File: src/rtl/contador_bcd.sv
// contador_bcd: 0.1 s prescaler and saturating 4-digit BCD stopwatch count (000.0..999.9)
module contador_bcd #(
  parameter int CLK_HZ = 50000000,
  parameter int TICK_HZ = 10,
  parameter int DIV = CLK_HZ / TICK_HZ
) (
  input  logic       clk,
  input  logic       reset,
  input  logic [2:0] estado,
  input  logic       contando,
  input  logic       enable,
  output logic [3:0] decimos,
  output logic [3:0] unidades,
  output logic [3:0] dezenas,
  output logic [3:0] centenas,
  output logic       tick,
  output logic       limite
);
  localparam int PW = $clog2(DIV);
  logic [PW-1:0] pre_q, pre_d;
  logic [15:0] cnt_q, cnt_d, inc;
  logic [2:0] ant_q, ant_d;
  logic tick_q, tick_d, lim_q, lim_d, sat_q, sat_d;
  logic run, clr, hold, cons, full, c;
  always_comb begin
    run = contando & enable & (estado == 3'd1);
    hold = (estado == 3'd2) | (estado == 3'd3);
    clr = (estado == 3'd0) | (estado > 3'd3) | ((estado == 3'd1) & (ant_q == 3'd3));
    full = cnt_q == 16'h9999;
    cons = tick_q & ~clr & ~hold;
    c = 1'b1;
    inc = cnt_q;
    for (int i = 0; i < 4; i++) begin
      inc[4*i+:4] = c ? (cnt_q[4*i+:4] == 4'd9 ? 4'd0 : cnt_q[4*i+:4] + 4'd1) : cnt_q[4*i+:4];
      c = c & (cnt_q[4*i+:4] == 4'd9);
    end
    // a tick consumed while paused, parado or saturated leaves the count untouched
    cnt_d = clr ? 16'h0 : (cons & ~full) ? inc : cnt_q;
    pre_d = clr ? '0 : ~run ? pre_q : (pre_q == PW'(DIV - 1)) ? '0 : pre_q + 1'b1;
    tick_d = ~clr & run & (pre_q == PW'(DIV - 1));
    lim_d = cons & full & ~sat_q;
    sat_d = ~clr & (sat_q | (cons & full));
    ant_d = estado;
  end
  always_ff @(posedge clk) begin
    if (!reset) begin
      cnt_q <= '0;
      pre_q <= '0;
      tick_q <= 1'b0;
      lim_q <= 1'b0;
      sat_q <= 1'b0;
      ant_q <= '0;
    end else begin
      cnt_q <= cnt_d;
      pre_q <= pre_d;
      tick_q <= tick_d;
      lim_q <= lim_d;
      sat_q <= sat_d;
      ant_q <= ant_d;
    end
  end
  assign {centenas, dezenas, unidades, decimos} = cnt_q;
  assign tick = tick_q;
  assign limite = lim_q;
endmodule

File: config.mk
export PLATFORM = sky130hd
export DESIGN_NAME = contador_bcd
export DESIGN_NICKNAME = d
export VERILOG_FILES = /design/src/rtl/contador_bcd.sv
export SDC_FILE = /design/constraint.sdc
export NUM_CORES = 1
export LEC_CHECK = 0
export CORE_UTILIZATION = 46
export CTS_BUF_LIST = sky130_fd_sc_hd__clkbuf_4 sky130_fd_sc_hd__clkbuf_8 sky130_fd_sc_hd__clkbuf_16
export CTS_CLUSTER_DIAMETER = 40
export DETAILED_ROUTE_END_ITERATION = 10
export PLACE_DENSITY_LB_ADDON = 0.05
export SLEW_MARGIN = 10
export SYNTH_ARGS = -nofsm -noshare
export SYNTH_HDL_FRONTEND = slang
export SYNTH_SLANG_ARGS = --single-unit
File: constraint.sdc
create_clock -name clk -period 6 [get_ports clk]
set_input_delay 1.2 -clock clk [delete_from_list [all_inputs] [get_ports clk]]
set_output_delay 1.2 -clock clk [all_outputs]
set_load 0.005 [all_outputs]
==> results.sh <==
export IMPL_clkLatencyLatePin_ns=0.29
export IMPL_diodes=0
export IMPL_synth_xor_area_share_pct=11.3
export IMPL_nets=275
export IMPL_core_sq_mm=0.00435
export IMPL_start_util_pct=48.0
export IMPL_sw_frac_of_total_pct=21.1
export IMPL_min_period_over_period_pct=52.8
export IMPL_postCtsHoldBufs=0
export IMPL_grt_pass1_vias=1590
export IMPL_fp_dieArea_sq_mm=0.00482
export IMPL_io_pins=25
export IMPL_layout_common_cells="dfxtp_1 (45), nor2_1 (36), clkdlybuf4s50_1 (24), nand2_1 (23), xor2_1 (20)"
export IMPL_max_vdd_ir_drop_mv=0.131
export IMPL_synth_nets=250
export IMPL_layout_commonest_cell="dfxtp_1"
export IMPL_status="complete, no violations"
export IMPL_crit_type="in2reg"
export IMPL_post_drt_wl_per_cell_um=13.0
export IMPL_synthSimpleGateAreaFrac_pct=36.3
export IMPL_antenna_found_initial=0
export IMPL_synth_edf_count=0
export IMPL_max_freq_mhz=316
export IMPL_vias=1730
export IMPL_synth_seq_cells=45
export IMPL_yosysSeqAreaShare_pct=43.1
export IMPL_reg2reg_from="pre_q[7]$_SDFFE_PP0P_"
export IMPL_syn_avg_cell_area_sq_um=8.64
export IMPL_multi_input_area_sq_mm=0.00115
export IMPL_synth_area_sq_mm=0.00209
export IMPL_cts_root_buf="clkbuf_8"
export IMPL_die_y_um=69.4
export IMPL_hold_violations=0
export IMPL_max_slew_margin_pct=56.1
export IMPL_cts_tree="done"
export IMPL_die_w_um=69.4
export IMPL_drt_vias_per_instance=5.42
export IMPL_path_clk_slew_ns=0.08
export IMPL_min_delay_start="sat_q$_SDFF_PN0_"
export IMPL_drc_errors=0
export IMPL_ctsResizeCount=0
export IMPL_synthMuxAreaShare_pct=0.958
export IMPL_p_sw_mw=0.108
export IMPL_synth_top_family_by_area="simple AND/OR/NAND/NOR gates"
export IMPL_regArea_sq_um=901
export IMPL_worstPathRequired_ns=6.16
export IMPL_crit_path_start_kind="primary input"
export IMPL_p_total_mw=0.510
export IMPL_grt_max_degree=17
export IMPL_grt_use_total_pct=18.3
export IMPL_maxSlewViolCount=0
export IMPL_holdWs_ns=0.482
export IMPL_place_congestion=0.842
export IMPL_endpoint_kind="flip-flop"
export IMPL_clock_path_buffers=2
export IMPL_cap_violations=0
export IMPL_fin_cells=319
export IMPL_synth_ff_type="dfxtp_1"
export IMPL_grt_overflow_total=0
export IMPL_seqPwrFrac_pct=58.8
export IMPL_post_cts_buffers=0
export IMPL_powerDensity_mw_per_mm2=206
export IMPL_drtIter0Drc=65
export IMPL_post_route_min_period_ns=3.17
export IMPL_h_tree_depth=2
export IMPL_clock_sinks=45
export IMPL_leakage_nw=0.830
export IMPL_clock_skew_ns=0.00587
export IMPL_cts_made_buffers=5
export IMPL_fillCellCount=424
export IMPL_port_buffers=24
export IMPL_areaGrowthSynthToFinish_pct=18.1
export IMPL_cp_data_arrival_time_ns=3.33
export IMPL_grt_pass1_wl_um=7000
export IMPL_synthAdderAreaFrac_pct=0.598
export IMPL_setup_tns_ns=0
export IMPL_async_flop_share_pct=0
export IMPL_routed_wl_um=4140
export IMPL_p_clk_share_pct=38.0
export IMPL_tightest_slew_ns=0.652
export IMPL_finalSetupViolations=0
export IMPL_crit_start="estado[0]"
export IMPL_ys_types=39
export IMPL_pwr_share_comb_pct=3.2
export IMPL_dp_hpwl_um=3010
export IMPL_drtPass1Iterations=4
export IMPL_grt_setup_unrepaired="false"
export IMPL_hp_class="reg2reg"
export IMPL_drive_gt1_share_pct=5.99
export IMPL_crit_path_max_fanout=15
export IMPL_postRouteAntennaNets=0
export IMPL_syn_inst=242
export IMPL_rows=24
export IMPL_ys_warn_count=0
export IMPL_synth_compound_area_share_pct=5.45
export IMPL_post_place_cells=312
export IMPL_final_area_sq_mm=0.00247
export IMPL_p_int_mw=0.402
export IMPL_placed_area_sq_mm=0.00238
power groups by stage:
stage | clock network, mW | logic [mW] | registers (mW)
after floorplan | 0 | 0.00863 | 0.307
after global placement | 0 | 0.0167 | 0.307
after detailed placement | 0 | 0.0168 | 0.307
after CTS | 0.200 | 0.0169 | 0.300
after global routing | 0.208 | 0.0180 | 0.300
final | 0.193 | 0.0164 | 0.300
path summary, 6_finish.rpt:
check | end | slack (ns) | cells after the start
hold / removal | sat_q$_SDFF_PN0_ | 0.48 | 2
setup / recovery | pre_q[1]$_SDFFE_PP0P_ | 2.83 | 5
hold reg to reg | sat_q$_SDFF_PN0_ | 0.48 | 2
setup reg to reg | pre_q[1]$_SDFFE_PP0P_ | 3.82 | 5
worst max-delay path, stage by stage:
cell	delay, ns
clkdlybuf4s50_1	0.51
or3b_1	0.46
or3_1	0.50
o21ai_2	0.55
nor2_1	0.11
sequential cells by signal (all words and copies together) (netlist names):
name / cells
tick: 1
sat_q: 1
pre_q: 23
ant_q: 3
limite: 1
cnt_q: 16
synthesized netlist by cell type, types with 4 or more instances:
| library cell | instances | share of area, % |
|---|---|---|
| clkbuf_1 | 4 | 0.72 |
| nor4_1 | 4 | 1.2 |
| and4_1 | 6 | 2.5 |
| nor3_1 | 6 | 1.4 |
| a21oi_1 | 5 | 1.2 |
| a31oi_1 | 5 | 1.5 |
| xnor2_1 | 7 | 2.9 |
| or3_1 | 5 | 1.5 |
| nor2_1 | 36 | 6.5 |
| and2_1 | 4 | 1.2 |
| nand2_1 | 23 | 4.1 |
| xor2_1 | 20 | 8.4 |
| nor2b_1 | 5 | 1.5 |
| nand3_1 | 13 | 3.1 |
| nand4_1 | 11 | 3.3 |
| dfxtp_1 | 45 | 43 |
| inv_1 | 4 | 0.72 |
final cells by class:
| type | count | area share (%) |
|---|---|---|
| clock buffer | 7 | 3.65 |
| inverter | 4 | 0.608 |
| multi-input combinational | 186 | 46.6 |
| sequential | 45 | 36.5 |
| tap | 52 | 2.64 |
| timing repair buffer | 25 | 10.0 |
layer usage:
layer / wire (um) / up-vias / part of all wire [%] / track usage [%]
li1: - / 899 / - / -
met1: 1990 / 799 / 48 / 22.3
met2: 1970 / 25 / 48 / 31.3
met3: 105 / 7 / 2.5 / 3.63
met4: 64 / 0 / 1.5 / 7.48
met5: 0 / - / 0 / 0
metrics by stage:
stage                     utilization, %  worst slack (ns)
after global placement              54.6              2.56
after global routing                56.7              2.67
after CTS                           56.7              2.80
after floorplan                        -              3.24
final                               56.7              2.83
after detailed placement            54.6              2.49
logic make-up (layout without fill, tap and decap cells):
group | count (synthesis) | in the layout
simple gates | 138 | 138
flops | 45 | 45
xor+xnor | 27 | 27
compound gates | 18 | 18
buf+inv | 11 | 36
mux | 2 | 2
fa+ha+maj | 1 | 1
(Power assumes the default switching activity.)
==> variant (same settings) <==
Register the output `decimos`, with the module's reset; this adds one clock of latency there. The other outputs are not delayed to match.
--- a/src/rtl/contador_bcd.sv
+++ b/src/rtl/contador_bcd.sv
@@ -18,4 +18,6 @@
 );
   localparam int PW = $clog2(DIV);
+
+  logic [3:0] decimos_d;
   logic [PW-1:0] pre_q, pre_d;
   logic [15:0] cnt_q, cnt_d, inc;
@@ -60,7 +62,15 @@
     end
   end
-  assign {centenas, dezenas, unidades, decimos} = cnt_q;
+  assign {centenas, dezenas, unidades, decimos_d} = cnt_q;
   assign tick = tick_q;
   assign limite = lim_q;
+  always_ff @(posedge clk) begin
+    if (!reset) begin
+      decimos <= '0;
+    end else begin
+      decimos <= decimos_d;
+    end
+  end
+
 endmodule
 
Check against the original RTL: no difference found for any inputs over 10 cycles, from zero or initial values and one cycle with reset low; that may be too few to reach the edited logic, so the function may still have changed.
==> variant against the unedited design <==
- area after synthesis up 12%
- routed wire length rose by 6.9%
- synthesized cell count rose by 10%
- clock skew is essentially flat
- die area rose by 12%
- cell area rose by 7.2%
- setup slack got worse by 0.34 ns
- sequential cell count rose by 4
- power increased by 4.9%
- maximum frequency is 9.8% lower
- critical path type unchanged
==> variant: results (changes against the unedited design) <==
For the via count of the first global-routing pass, the log shows 1694 (+6.5%). The logs give 0.00573 ns (-0.000146 ns) for the setup clock skew after layout and 50 (+28%) for the number of distinct standard cells referenced by the synthesized netlist. The global-route wire length before repair was 7.62 mm (+9.0%); the post-placement cell area was 2560 um2 (+7.6%). Slew at the pin closest to its max-slew limit: 0.992 ns (+0.340 ns). The peak ir drop on the vdd network is 136 uV (+3.8%), and the placed wire-length estimate after detailed placement is 3.16 mm (+5.1%). The share of final-layout standard cells stronger than drive strength 1 is 0.0676 (+0.00769).

Power spent charging and discharging nets: 0.117 mW (+8.4%). The routed wire length is 4.42 mm (+6.9%). The run gives 62 (-4.6%) as the count of routing violations after the opening detailed-route iteration.

By count the netlist is led by dfxtp_1, nor2_1, nand2_1. The logs give 489 (+15%) for the number of fill cells and 2 (unchanged) for the buffer levels on the longest clock path. The run finished with clean final reports. The worst register-to-register path begins at pre_q[0].

The static power due to leakage came out at 0.809 nW (-2.5%). For the overall track demand over capacity in global routing, the log shows 0.183 (+0.000208). After synthesis, the cell types taking the most area are dfxtp_1, nor2_1, xnor2_1, buf_4, nand4_1. The tools report the final weighted congestion of routability-driven global placement as 0.758 (-9.9%). The endpoint arrival time on the critical path is 3.67 ns (+0.34 ns). The worst setup path startpoint was estado[1].

The portion of the post-synthesis area used by sequential elements came out at 0.418 (-0.0125). Net count after synthesis: 275 (+10%). The run gives 18 (+1) as the pin count of the biggest net entering global routing. The tools report the total number of nets in the final design as 288 (+4.7%). The largest registers in the layout are pre_q x23, cnt_q x16, decimos x4.
==> variant: stage by stage <==
| step | setup WS [ns] | cells | util | power [mW] |
|---|---|---|---|---|
| 2_1_floorplan | 3.42 | 267 | - | 0.342 |
| 3_3_place_gp | 2.19 | 340 | 0.531 | 0.350 |
| 3_5_place_dp | 2.09 | 340 | 0.531 | 0.350 |
| 4_1_cts | 2.42 | 348 | 0.549 | 0.543 |
| 5_1_grt | 2.05 | 348 | 0.549 | 0.557 |
| 6_report | 2.49 | 348 | 0.549 | 0.535 |
==> variant: path summary, 6_finish.rpt <==
check	end	slack [ns]	depth (start not counted)
worst max-delay path	pre_q[15]	2.49	5
worst min register to register	sat_q	0.46	1
worst min-delay path	sat_q	0.46	1
worst max register to register	pre_q[15]	3.59	5
==> variant: metal layers <==
metal  wire length, um  global-route usage  part of all wire  vias to the layer above
li1                  -                   -                 -                      966
met1              2230               0.233              0.50                      822
met2              2020               0.301              0.46                       27
met3               129              0.0494             0.029                        4
met4                41              0.0577            0.0093                        0
met5                 0                   0                 0                        -
==> variant: worst max-delay path, stage by stage <==
cell and delay [ns]:
clkdlybuf4s50_1 0.49, nor3b_1 0.48, nand4_1 0.46, o21ai_1 0.92, nor2_1 0.11
==> variant: kinds of logic (layout without fill, tap and decap cells) <==
| logic type | Yosys count | count (layout) | share of synthesized area |
|---|---|---|---|
| DFF | 49 | 49 | 0.418 |
| and+or+nand+nor | 136 | 136 | 0.324 |
| adders and majority gates | 1 | 1 | 0.00534 |
| buffers and inverters | 24 | 38 | 0.0576 |
| xor gates and xnor gates | 20 | 20 | 0.0747 |
| AOI/OAI and AO/OA | 33 | 33 | 0.102 |
| muxes | 4 | 4 | 0.0171 |
==> variant: cell type report <==
cell class / instances / area share
inverter: 5 / 0.00709
timing repair buffer: 25 / 0.0936
clock buffer: 6 / 0.0288
tap: 67 / 0.0317
sequential: 49 / 0.371
clock inverter: 2 / 0.00378
multi-input combinational: 194 / 0.464
==> variant: power groups by stage <==
stage          sequential (mW)  clock, mW  combinational, mW
2_1_floorplan            0.334          0            0.00809
3_3_place_gp             0.334          0             0.0163
3_5_place_dp             0.334          0             0.0165
4_1_cts                  0.326      0.200             0.0165
5_1_grt                  0.326      0.212             0.0178
6_report                 0.326      0.192             0.0161
